**config.mk**
```make
export PLATFORM = sky130hd
export DESIGN_NAME = debounce_bank
export DESIGN_NICKNAME = d
export VERILOG_FILES = /design/src/rtl/debounce_bank.sv
export SDC_FILE = /design/constraint.sdc
export NUM_CORES = 1
export LEC_CHECK = 0
export ABC_CLOCK_PERIOD_IN_PS = 4400
export BUFFER_PORTS_ARGS = -buffer_cell sky130_fd_sc_hd__buf_2
export CAP_MARGIN = 10
export CORE_ASPECT_RATIO = 0.5
export CORE_MARGIN = 10
export CORE_UTILIZATION = 50
export CTS_CLUSTER_DIAMETER = 80
export DETAILED_ROUTE_END_ITERATION = 12
export HOLD_SLACK_MARGIN = 0.06
export PLACE_DENSITY = 0.77
export SYNTH_ARGS = -nofsm -noshare
export SYNTH_HDL_FRONTEND = slang
export SYNTH_SLANG_ARGS = --single-unit
```
**constraint.sdc**
```tcl
create_clock -name clock -period 4.4 [get_ports clock]
set_input_delay 1.1 -clock clock [delete_from_list [all_inputs] [get_ports clock]]
set_output_delay 1.1 -clock clock [all_outputs]
set_load 0.005 [all_outputs]
```
**src/rtl/debounce_bank.sv**
```systemverilog
// Multi-channel button debouncer with press/release edge pulses and long-press detection.
// Define DEBOUNCE_BANK_REPEAT_EN to add periodic long_press repeats while a button stays held.
module debounce_bank #(
    parameter int                  CHANNELS      = 4,
    parameter int                  COUNT_BITS    = 21,
    parameter int                  HOLD_BITS     = 25,
    parameter logic [CHANNELS-1:0] DEFAULT_VALUE = {CHANNELS{1'b0}},
    parameter logic                ACTIVE_LEVEL  = 1'b0
) (
    input  logic                clock,
    input  logic                reset_n,
    input  logic [CHANNELS-1:0] button,
    output logic [CHANNELS-1:0] debounced,
    output logic [CHANNELS-1:0] pressed,
    output logic [CHANNELS-1:0] released,
    output logic [CHANNELS-1:0] long_press
);

    localparam logic [COUNT_BITS-1:0] CNT_MAX  = '1;
    localparam logic [COUNT_BITS-1:0] CNT_ONE  = 1;
    localparam logic [HOLD_BITS-1:0]  HOLD_MAX = '1;
    localparam logic [HOLD_BITS-1:0]  HOLD_ONE = 1;

    logic [CHANNELS-1:0]                 sync1_q, sync2_q;
    logic [CHANNELS-1:0][COUNT_BITS-1:0] cnt_q, cnt_d;
    logic [CHANNELS-1:0]                 deb_q, deb_d;
    logic [CHANNELS-1:0]                 pressed_q, pressed_d;
    logic [CHANNELS-1:0]                 released_q, released_d;
    logic [CHANNELS-1:0][HOLD_BITS-1:0]  hold_q, hold_d;
    logic [CHANNELS-1:0]                 lp_done_q, lp_done_d;
    logic [CHANNELS-1:0]                 long_press_q, long_press_d;
    logic [CHANNELS-1:0]                 active, stay;

`ifdef DEBOUNCE_BANK_REPEAT_EN
    localparam logic [HOLD_BITS-3:0] REP_MAX = '1;
    localparam logic [HOLD_BITS-3:0] REP_ONE = 1;

    logic [CHANNELS-1:0][HOLD_BITS-3:0] rep_q, rep_d;
`endif

    always_ff @(posedge clock or negedge reset_n) begin
        if (!reset_n) begin
            sync1_q <= DEFAULT_VALUE;
            sync2_q <= DEFAULT_VALUE;
        end else begin
            sync1_q <= button;
            sync2_q <= sync1_q;
        end
    end

    // Settle counter: any disagreement must persist for a full count-down before it is accepted.
    always_comb begin
        cnt_d      = cnt_q;
        deb_d      = deb_q;
        pressed_d  = '0;
        released_d = '0;
        for (int i = 0; i < CHANNELS; i++) begin
            if (sync2_q[i] == deb_q[i]) begin
                cnt_d[i] = CNT_MAX;
            end else if (cnt_q[i] != '0) begin
                cnt_d[i] = cnt_q[i] - CNT_ONE;
            end else begin
                cnt_d[i] = CNT_MAX;
                deb_d[i] = sync2_q[i];
                if (sync2_q[i] == ACTIVE_LEVEL) begin
                    pressed_d[i] = 1'b1;
                end else begin
                    released_d[i] = 1'b1;
                end
            end
        end
    end

    always_ff @(posedge clock or negedge reset_n) begin
        if (!reset_n) begin
            cnt_q      <= {CHANNELS{CNT_MAX}};
            deb_q      <= DEFAULT_VALUE;
            pressed_q  <= '0;
            released_q <= '0;
        end else begin
            cnt_q      <= cnt_d;
            deb_q      <= deb_d;
            pressed_q  <= pressed_d;
            released_q <= released_d;
        end
    end

    // stay masks out the edge on which the channel is being released, so no late long_press can fire.
    always_comb begin
        active = ~(deb_q ^ {CHANNELS{ACTIVE_LEVEL}});
        stay   = active & ~(deb_d ^ {CHANNELS{ACTIVE_LEVEL}});
    end

    // The first long_press follows the edge on which the hold count saturates; lp_done arms the repeats.
    always_comb begin
        hold_d       = hold_q;
        lp_done_d    = lp_done_q;
        long_press_d = '0;
`ifdef DEBOUNCE_BANK_REPEAT_EN
        rep_d        = rep_q;
`endif
        for (int i = 0; i < CHANNELS; i++) begin
            if (active[i]) begin
                if (hold_q[i] != HOLD_MAX) begin
                    hold_d[i] = hold_q[i] + HOLD_ONE;
                end
            end else begin
                hold_d[i] = '0;
            end

            if (stay[i] && (hold_q[i] == HOLD_MAX) && !lp_done_q[i]) begin
                long_press_d[i] = 1'b1;
            end

`ifdef DEBOUNCE_BANK_REPEAT_EN
            if (active[i] && lp_done_q[i]) begin
                rep_d[i] = rep_q[i] + REP_ONE;
            end else begin
                rep_d[i] = '0;
            end
            if (stay[i] && lp_done_q[i] && (rep_q[i] == REP_MAX)) begin
                long_press_d[i] = 1'b1;
            end
`endif

            if (active[i]) begin
                lp_done_d[i] = lp_done_q[i] | long_press_d[i];
            end else begin
                lp_done_d[i] = 1'b0;
            end
        end
    end

    always_ff @(posedge clock or negedge reset_n) begin
        if (!reset_n) begin
            hold_q       <= '0;
            lp_done_q    <= '0;
            long_press_q <= '0;
        end else begin
            hold_q       <= hold_d;
            lp_done_q    <= lp_done_d;
            long_press_q <= long_press_d;
        end
    end

`ifdef DEBOUNCE_BANK_REPEAT_EN
    always_ff @(posedge clock or negedge reset_n) begin
        if (!reset_n) begin
            rep_q <= '0;
        end else begin
            rep_q <= rep_d;
        end
    end
`endif

    assign debounced  = deb_q;
    assign pressed    = pressed_q;
    assign released   = released_q;
    assign long_press = long_press_q;

endmodule

```
* Yosys cells after proc, flatten, opt, wreduce, memory -nomap -nowiden
Index checks and enable logic that the tools add are counted.
** Operators by class
- Multiply operators :: 0
- Equal/unequal tests :: 16
- Bitwise logic cells :: 7
- Mux-type cells :: 56
- Reduce and logical (&&, ||, !) cells :: 16
- Shift-type cells :: 0
- Div/mod/pow operators :: 0
- Add/sub/neg operators :: 8
- $lt $le $gt $ge :: 0
** Operator list (number)
- two-way mux 25 bit :: 8
- two-way mux 21 bit :: 8
- adder 25 x 1 -> 25 bit, second input constant :: 4
- equality test 25 bit, second input constant :: 4
- != test 25 bit, second input constant :: 4
- nonzero test 21 bit :: 4
- subtractor 21 x 1 -> 21 bit, second input constant :: 4
- two-way mux 1 bit :: 40
- logical AND 1 bit :: 8
- != test 2 x 1 -> 1 bit, second input constant :: 4
- inverter 4 bit :: 2
- AND 4 bit :: 1
- equality test 1 bit :: 4
- zero test 1 bit :: 4
- bitwise OR 1 bit :: 4
** Storage, ports and cells
- ROM bits :: 0
- Register bits after elaboration :: 212
- Memories kept :: 0
- Word-level logic and storage cells :: 118
- Latch bits :: 0
- Bits in writable memories :: 0

* Longest topological paths before layout
Gate-level depths: netlist of the first run.
- Depth after elaboration :: 10
- Mapped depth :: 10
- Gate-level depth less buffers :: 7

* Worst setup path after synthesis of the first run
No wires, ideal clock.
- Path kind :: flip-flop to flip-flop
- From :: register cnt_q[63] (netlist bit)
- To :: register cnt_q[71] (netlist bit)
- Data required time :: 4.325 ns
- Stages on the path, launching flop included :: 11
- Period minus slack after synthesis :: 2.712 ns
- Buffers on the path :: 3
- Slack :: 1.688 ns
- Data arrival time :: 2.637 ns
- Cells stage by stage :: dfstp_2 > inv_1 > ha_1 > or4b_1 > buf_2 > or4_1 > clkbuf_1 > or4_4 > and2_4 > buf_6 > o211ai_2
** RTL lines
- from (decl) :: line 25 : logic [CHANNELS-1:0][COUNT_BITS-1:0] cnt_q, cnt_d;
- from (signal assigned) :: line 76 : cnt_q <= {CHANNELS{CNT_MAX}};
- from (signal assigned) :: line 81 : cnt_q <= cnt_d;

* Worst setup path in the final report of the first run
- From :: register deb_q[2] (netlist: debounced[2])
- To :: output port debounced[2]
** RTL lines
- from (decl) :: line 26 : logic [CHANNELS-1:0] deb_q, deb_d;
- from (signal assigned) :: line 77 : deb_q <= DEFAULT_VALUE;
- from (signal assigned) :: line 82 : deb_q <= deb_d;
- to (decl) :: line 13 : output logic [CHANNELS-1:0] debounced,
No word-level cell between the ends.

==> metrics.md, run 1 <==
| Metric | Value |
|---|---|
| First-pass GRT wire length | ~33 mm |
| Detailed Routing Iterations Pass 1 | 5 |
| Multi-input logic area | 4520 um2 |
| Setup TNS | 0 ns |
| CTS tree | built |
| Sequential share of the synthesized area | between 50% and 60% |
| Die W | 221 um |
| Worst R2R Path Depth | 7 |
| Slew at the pin closest to its max-slew limit | between 1 and 1.5 ns |
| Post-layout min period | 2.82 ns |
| Initial antenna violation count | 0 |
| Clock Pin Slew Worst Setup and Hold Paths | ~0.06 ns |
| Peak supply drop | between 0.0002 and 0.0003 V |
| Total die area | 26700 um2 |
| Number of synthesized flops with an enable pin | 0 |
| Dpl hpwl | 12.1 mm |
| # nets final | around 1100 |
| Syn Area/Cell | 9.94 um2 |
| CTS H-tree depth | 1 |
| Largest net degree at the start of global routing | 99 |
| Crit-path cells | buf_2 |
| IO buf count | 21 |
| Pwr Density | 346 nW/um2 |
| # diodes | 0 |
| Die Ht | 121 um |
| Status | complete, no violations |
| Share of layout cells above drive strength 1 | 15.9% |
| Core area | 19700 um2 |
| Relative slew slack | about 23% |
| GRT Total Usage | 13.9% |
| Setup Fix Bufs, Post-CTS | 0 |
| RSZ-0062 raised after global routing | false |
| Post-route ant nets | 0 |
| Async SR Flop Fraction | 100% |
| Crit end category | output pin |
| Distinct cells, synth | 55 |
| Vias in the first global route | approximately 7300 |
| FF+latch area | ~5400 um2 |
| CP Buf/Inv Count | 1 |
| Max clock buf depth | 3 |
| Hold depth | 0 |
| Vias/cell | 5.59 |
| R2R Path End | cnt_q[66] |
| Vias | approximately 7400 |
| GPL Wtd Cong | between 0.7 and 0.8 |
| Pwr Total | between 3 and 4 mW |
| Min-delay worst type | reg2reg |
| FP Rows | 36 |
| Synthesized area | 10100 um2 |
| Clock root buffer | clkbuf_16 |
| 1st-iter DRT viols | about 390 |
| Final WL | 18.6 mm |
| Syn Nets | just over 1000 |
| P_leak | 4.36 nW |
| Delay-heaviest family, CP | flip-flops |
| Min-delay src | sync1_q[0] |
| Crit Path Max Fanout | 30 |
| Post-cts resize count | 0 |
| Filler instances | about 1600 |
| Final worst-path cycle share | 64.2% |
| Top FF cell, synth | dfrtp_1 |
| IO Pins | 22 |
| DRC viols | 0 |
| Slew Limit Fails | 0 |
| Worst Hold Path EP | sync2_q[0] |
| Seq cells post-synth | 212 |
| Yosys warnings | 0 |
| GRT overflow | 0 |
| Starting density of the core | 51.5% |
| Drt wl/cell | around 14 um |
| Maximum clock frequency | 354 MHz |
| Worst R2R Setup Slack | 1.58 ns |
| CP Data Required Time | between 3 and 4 ns |
| Critical path's slowest cell | dfrtp_1 |
| Number of buffers created by CTS | 20 |
| Syn Inst Count | between 1000 and 1500 |
| Critical path class | reg2out |
| Worst r2r src | cnt_q[63] |
| Finish-stage setup viols | 0 |
| Synth-to-Final Area Change | 10.8% |
| Startpoint Class | flop |
| Max Cap Violations | 0 |
| Clock Latency Late Sink | 0.49 ns |
| Worst Skew | about 0.016 ns |
| CP peak stage delay | 0.99 ns |
| Arrival @ worst endpoint | about 1.7 ns |
| Sink Count | approximately 210 |
| Hold_buf cts | 0 |
| Endpoints failing hold | 0 |
[kinds of logic (layout without fill, tap and decap cells)]
family | count (synthesis) | count (layout) | share of synthesized area (%)
DFF | 212 | 212 | 53.3
buffers and inverters | 57 | 86 | 2.27
AOI/OAI and AO/OA | 125 | 125 | 7.74
and+or+nand+nor | 500 | 500 | 25.3
muxes | 5 | 5 | 0.555
xor gates and xnor gates | 114 | 114 | 9.84
adders and majority gates | 8 | 8 | 0.987
[cells in the mapped netlist, types with 5 or more instances]
| master | instances | area (um2) |
|---|---|---|
| nand3b_1 | 8 | 60.1 |
| nand4_1 | 25 | 156 |
| nand3_1 | 55 | 275 |
| ha_1 | 8 | 100 |
| or3_1 | 18 | 113 |
| a31oi_1 | 9 | 56.3 |
| nor3_1 | 32 | 160 |
| dfstp_2 | 84 | 2210 |
| o31ai_1 | 10 | 75.1 |
| a21oi_1 | 42 | 210 |
| dfrtp_1 | 128 | 3200 |
| xnor2_1 | 86 | 753 |
| xor2_1 | 28 | 245 |
| nor2_1 | 111 | 417 |
| and4_1 | 17 | 149 |
| o21ai_0 | 24 | 120 |
| or4_1 | 20 | 150 |
| mux2_2 | 5 | 56.3 |
| and3_1 | 11 | 68.8 |
| nor4_1 | 31 | 194 |
| clkbuf_1 | 38 | 143 |
| nor4b_1 | 6 | 52.6 |
| nand2b_1 | 12 | 75.1 |
| nor2b_1 | 8 | 50.1 |
| inv_1 | 16 | 60.1 |
| a211oi_1 | 15 | 113 |
| nand2_1 | 128 | 480 |
[area by class of cell]
cell class | instances | area share, %
tap | 266 | 2.96
clock buffer | 30 | 5.24
inverter | 16 | 0.534
multi-input combinational | 752 | 40.2
clock inverter | 6 | 0.979
timing repair buffer | 34 | 1.99
sequential | 212 | 48.1
[cells in the final DEF, fill, tap and decap left out, drive strengths merged, types with 17 or more instances in the layout]
| master | n |
|---|---|
| a21oi | 42 |
| and4 | 17 |
| buf | 33 |
| clkbuf | 31 |
| dfrtp | 128 |
| dfstp | 84 |
| nand2 | 128 |
| nand3 | 55 |
| nand4 | 25 |
| nor2 | 111 |
| nor3 | 32 |
| nor4 | 32 |
| o21ai | 24 |
| or3 | 18 |
| or4 | 21 |
| xnor2 | 86 |
| xor2 | 28 |
[state kept, by name, indices dropped and copies added, names as in the netlist]
register    count
cnt_q          84
debounced       4
lp_done_q       4
hold_q        100
pressed         4
sync1_q         4
long_press      4
sync2_q         4
released        4
[power breakdown]
group          total, mW  internal [mW]  switching (mW)
Clock               1.83           1.11           0.725
Combinational     0.0754         0.0181          0.0573
Sequential          1.98           1.97          0.0112
[worst max path at each step]
stage | start | endpoint | cells after the start
2_1_floorplan | cnt_q[63] | cnt_q[71] | 10
3_3_place_gp | cnt_q[63] | cnt_q[71] | 7
3_5_place_dp | cnt_q[63] | cnt_q[71] | 7
4_1_cts | debounced[2] | debounced[2] | 1
5_1_grt | debounced[2] | debounced[2] | 1
6_report | debounced[2] | debounced[2] | 1
[through the flow]
| step | hold WS, ns | util (%) | cell area (um2) | worst slack, ns | cells |
|---|---|---|---|---|---|
| 3_5_place_dp | 0.337 | 53.6 | 10500 | 1.62 | 1280 |
| 4_1_cts | 0.351 | 57.1 | 11200 | 1.54 | 1316 |
| 2_1_floorplan | 0.331 | - | 10100 | 1.69 | 1021 |
| 3_3_place_gp | 0.333 | 53.6 | 10500 | 1.67 | 1280 |
| 6_report | 0.348 | 57.1 | 11200 | 1.58 | 1316 |
| 5_1_grt | 0.359 | 57.1 | 11200 | 1.44 | 1316 |
[routing by layer]
layer	wire length, um	vias to the layer above	track usage (%)
met5	0	-	0
met4	303	0	3.34
met3	502	25	2.26
met2	9060	77	24.8
met1	8780	3611	17.5
li1	-	3648	-
(Power assumes the default switching activity.)
==> run 2, diff against run 1 <==
ABC_CLOCK_PERIOD_IN_PS = 2620   (was 4400)
clock period = 2.62 ns   (was 4.4 ns; I/O delays follow)
==> metrics.md, run 2 (synthesized netlist as in run 1, its figures left out) <==
| Metric | Value |
|---|---|
| Status | complete, no violations |
| Starting density of the core | 51.5% (unchanged) |
| Hold Slack | 0.135 ns (-0.214 ns) |
| Largest net degree at the start of global routing | 66 (-33%) |
| Peak supply drop | 0.000449 V (+75%) |
| Total die area | 26700 um2 (unchanged) |
| IO Pins | 22 (unchanged) |
| Post-cts resize count | 0 (unchanged) |
| Max Cap Violations | 0 (unchanged) |
| Hold_buf cts | 0 (unchanged) |
| Worst R2R Setup Slack | 0.08 ns (-1.50 ns) |
| Relative slew slack | 54.5% (+32 points) |
| Clock Latency Late Sink | 0.51 ns (+0.02 ns) |
| Critical path class | reg2reg |
| CTS H-tree depth | 1 (unchanged) |
| Crit Path Max Fanout | 20 (-33%) |
| Clock Pin Slew Worst Setup and Hold Paths | 0.06 ns (about the same) |
| Worst Skew | 0.0228 ns (+0.00664 ns) |
| Setup Fix Bufs, Post-CTS | 0 (unchanged) |
| Synth-to-Final Area Change | 12.6% |
| Vias/cell | 5.60 (about the same) |
| Finish-stage setup viols | 0 (unchanged) |
| DRC viols | 0 (unchanged) |
| Reg with most FFs | hold_q |
| Slew at the pin closest to its max-slew limit | 0.677 ns (-0.476 ns) |
| CTS tree | built |
| Slew Limit Fails | 0 (unchanged) |
| FP Rows | 36 (unchanged) |
| IO buf count | 21 (unchanged) |
| Clock root buffer | clkbuf_16 |
| # nets final | 1070 (+1.9%) |
| First-pass GRT wire length | 34.7 mm (+4.1%) |
| Final worst-path cycle share | 97.1% |
| # diodes | 0 (unchanged) |
| Arrival @ worst endpoint | 2.97 ns (+1.25 ns) |
| Placed Cells | 1300 (+1.6%) |
| RSZ-0062 raised after global routing | false |
| Max reg flops | 100 (unchanged) |
| Startpoint Class | flop |
| Post-route ant nets | 0 (unchanged) |
| Most frequent cells in the layout | 128 x nand2_1, 128 x dfrtp_1, 111 x nor2_1 |
| Endpoints failing hold | 0 (unchanged) |
| GRT overflow | 0 (unchanged) |
| CP Data Required Time | 3.05 ns (-0.25 ns) |
| P_leak | 4.46 nW (+2.4%) |
| Final Instance Count excl. Fillers | 1336 (+1.5%) |
| Drt wl/cell | 14.5 um (+2.4%) |
| Biggest regs | hold_q: 100 flops, cnt_q: 84 flops |
| Die Ht | 121 um (unchanged) |
| Share of layout cells above drive strength 1 | 17.9% (+2.0 points) |
| Initial antenna violation count | 0 (unchanged) |
| R2R Path End | cnt_q[80] |
| Number of buffers created by CTS | 20 (unchanged) |
| Final WL | 19.4 mm (+4.0%) |
| Post-layout min period | around 2.5 ns |
| Dpl hpwl | 12.6 mm (+4.7%) |
| Filler instances | 1576 (-3.4%) |
| Detailed Routing Iterations Pass 1 | 5 (unchanged) |
| GRT Total Usage | 14.7% (+0.71 points) |
| Maximum clock frequency | 393 MHz |
| Setup TNS | 0 ns (unchanged) |
| Sink Count | 212 (unchanged) |
| Crit end category | flop |
| Max clock buf depth | 3 (unchanged) |
| Vias in the first global route | 7648 (+5.4%) |
| FF+latch area | 5410 um2 (unchanged) |
| Multi-input logic area | 4530 um2 (+0.36%) |
| 1st-iter DRT viols | 510 (+30%) |
| Vias | 7478 (+1.6%) |
| Worst r2r src | cnt_q[64] |
| Die W | 221 um (unchanged) |
| Min-delay worst type | in2async |
| GPL Wtd Cong | 0.806 (+2.6%) |
| Core area | 19700 um2 (unchanged) |
| Worst R2R Path Depth | 7 (unchanged) |
| Pwr Density | 571 nW/um2 (+65%) |
run 2: cell types whose count changed in the layout (fill, tap and decap cells not counted), moves of 2 or more:
cell / previous run / this run
buf_12: 1 / 3
inv_1: 16 / 14
inv_2: 0 / 2
clkinv_2: 1 / 4
buf_4: 12 / 30
clkbuf_8: 4 / 2
run 2: metrics by stage:
step	setup WS (ns)	instance area [um2]	util, %	power [mW]
finish	0.0757	11400	58.0	6.52
global route	0.00394	11400	58.0	6.78
CTS	0.0685	11400	58.0	6.61
detailed placement	0.0866	10700	54.5	3.54
global placement	0.161	10700	54.5	3.53
floorplan	-0.0573	10200	-	3.44
run 2: report_power, final:
part	switching [mW]	leakage, nW	internal (mW)	total [mW]
Clock	1.24	0.335	1.80	3.05
Combinational	0.102	1.53	0.0407	0.143
Sequential	0.0197	2.60	3.31	3.33
run 2: area by class of cell:
class	instances	area share, %
Sequential cell	212	47.4
Clock inverter	9	1.11
Timing Repair Buffer	54	3.49
Inverter	16	0.526
Clock buffer	27	4.89
Tap cell	266	2.91
Multi-Input combinational cell	752	39.7
run 2: worst max-delay path by stage:
stage / end / from / slack, ns
after floorplan: cnt_q[71] / cnt_q[64] / -0.06
after global placement: cnt_q[71] / cnt_q[64] / 0.16
after detailed placement: cnt_q[71] / cnt_q[64] / 0.09
after CTS: cnt_q[64] / cnt_q[64] / 0.07
after global routing: cnt_q[64] / cnt_q[64] / 0.004
final: cnt_q[80] / cnt_q[64] / 0.08
run 2: per-layer routing:
layer / GRT usage [%] / wire length (um) / up-vias
met4: 3.97 / 320 / 0
met2: 25.8 / 9360 / 82
met3: 2.79 / 514 / 27
met1: 18.2 / 9180 / 3684
li1: - / - / 3685
met5: 0 / 0 / -
run 2: critical path, stage by stage, from the launching register on:
cell,delay [ns]
dfstp_2,0.38
inv_2,0.07
ha_4,0.14
or4b_4,0.46
or4_1,0.52
or4_4,0.57
and2_4,0.23
nand3_1,0.10
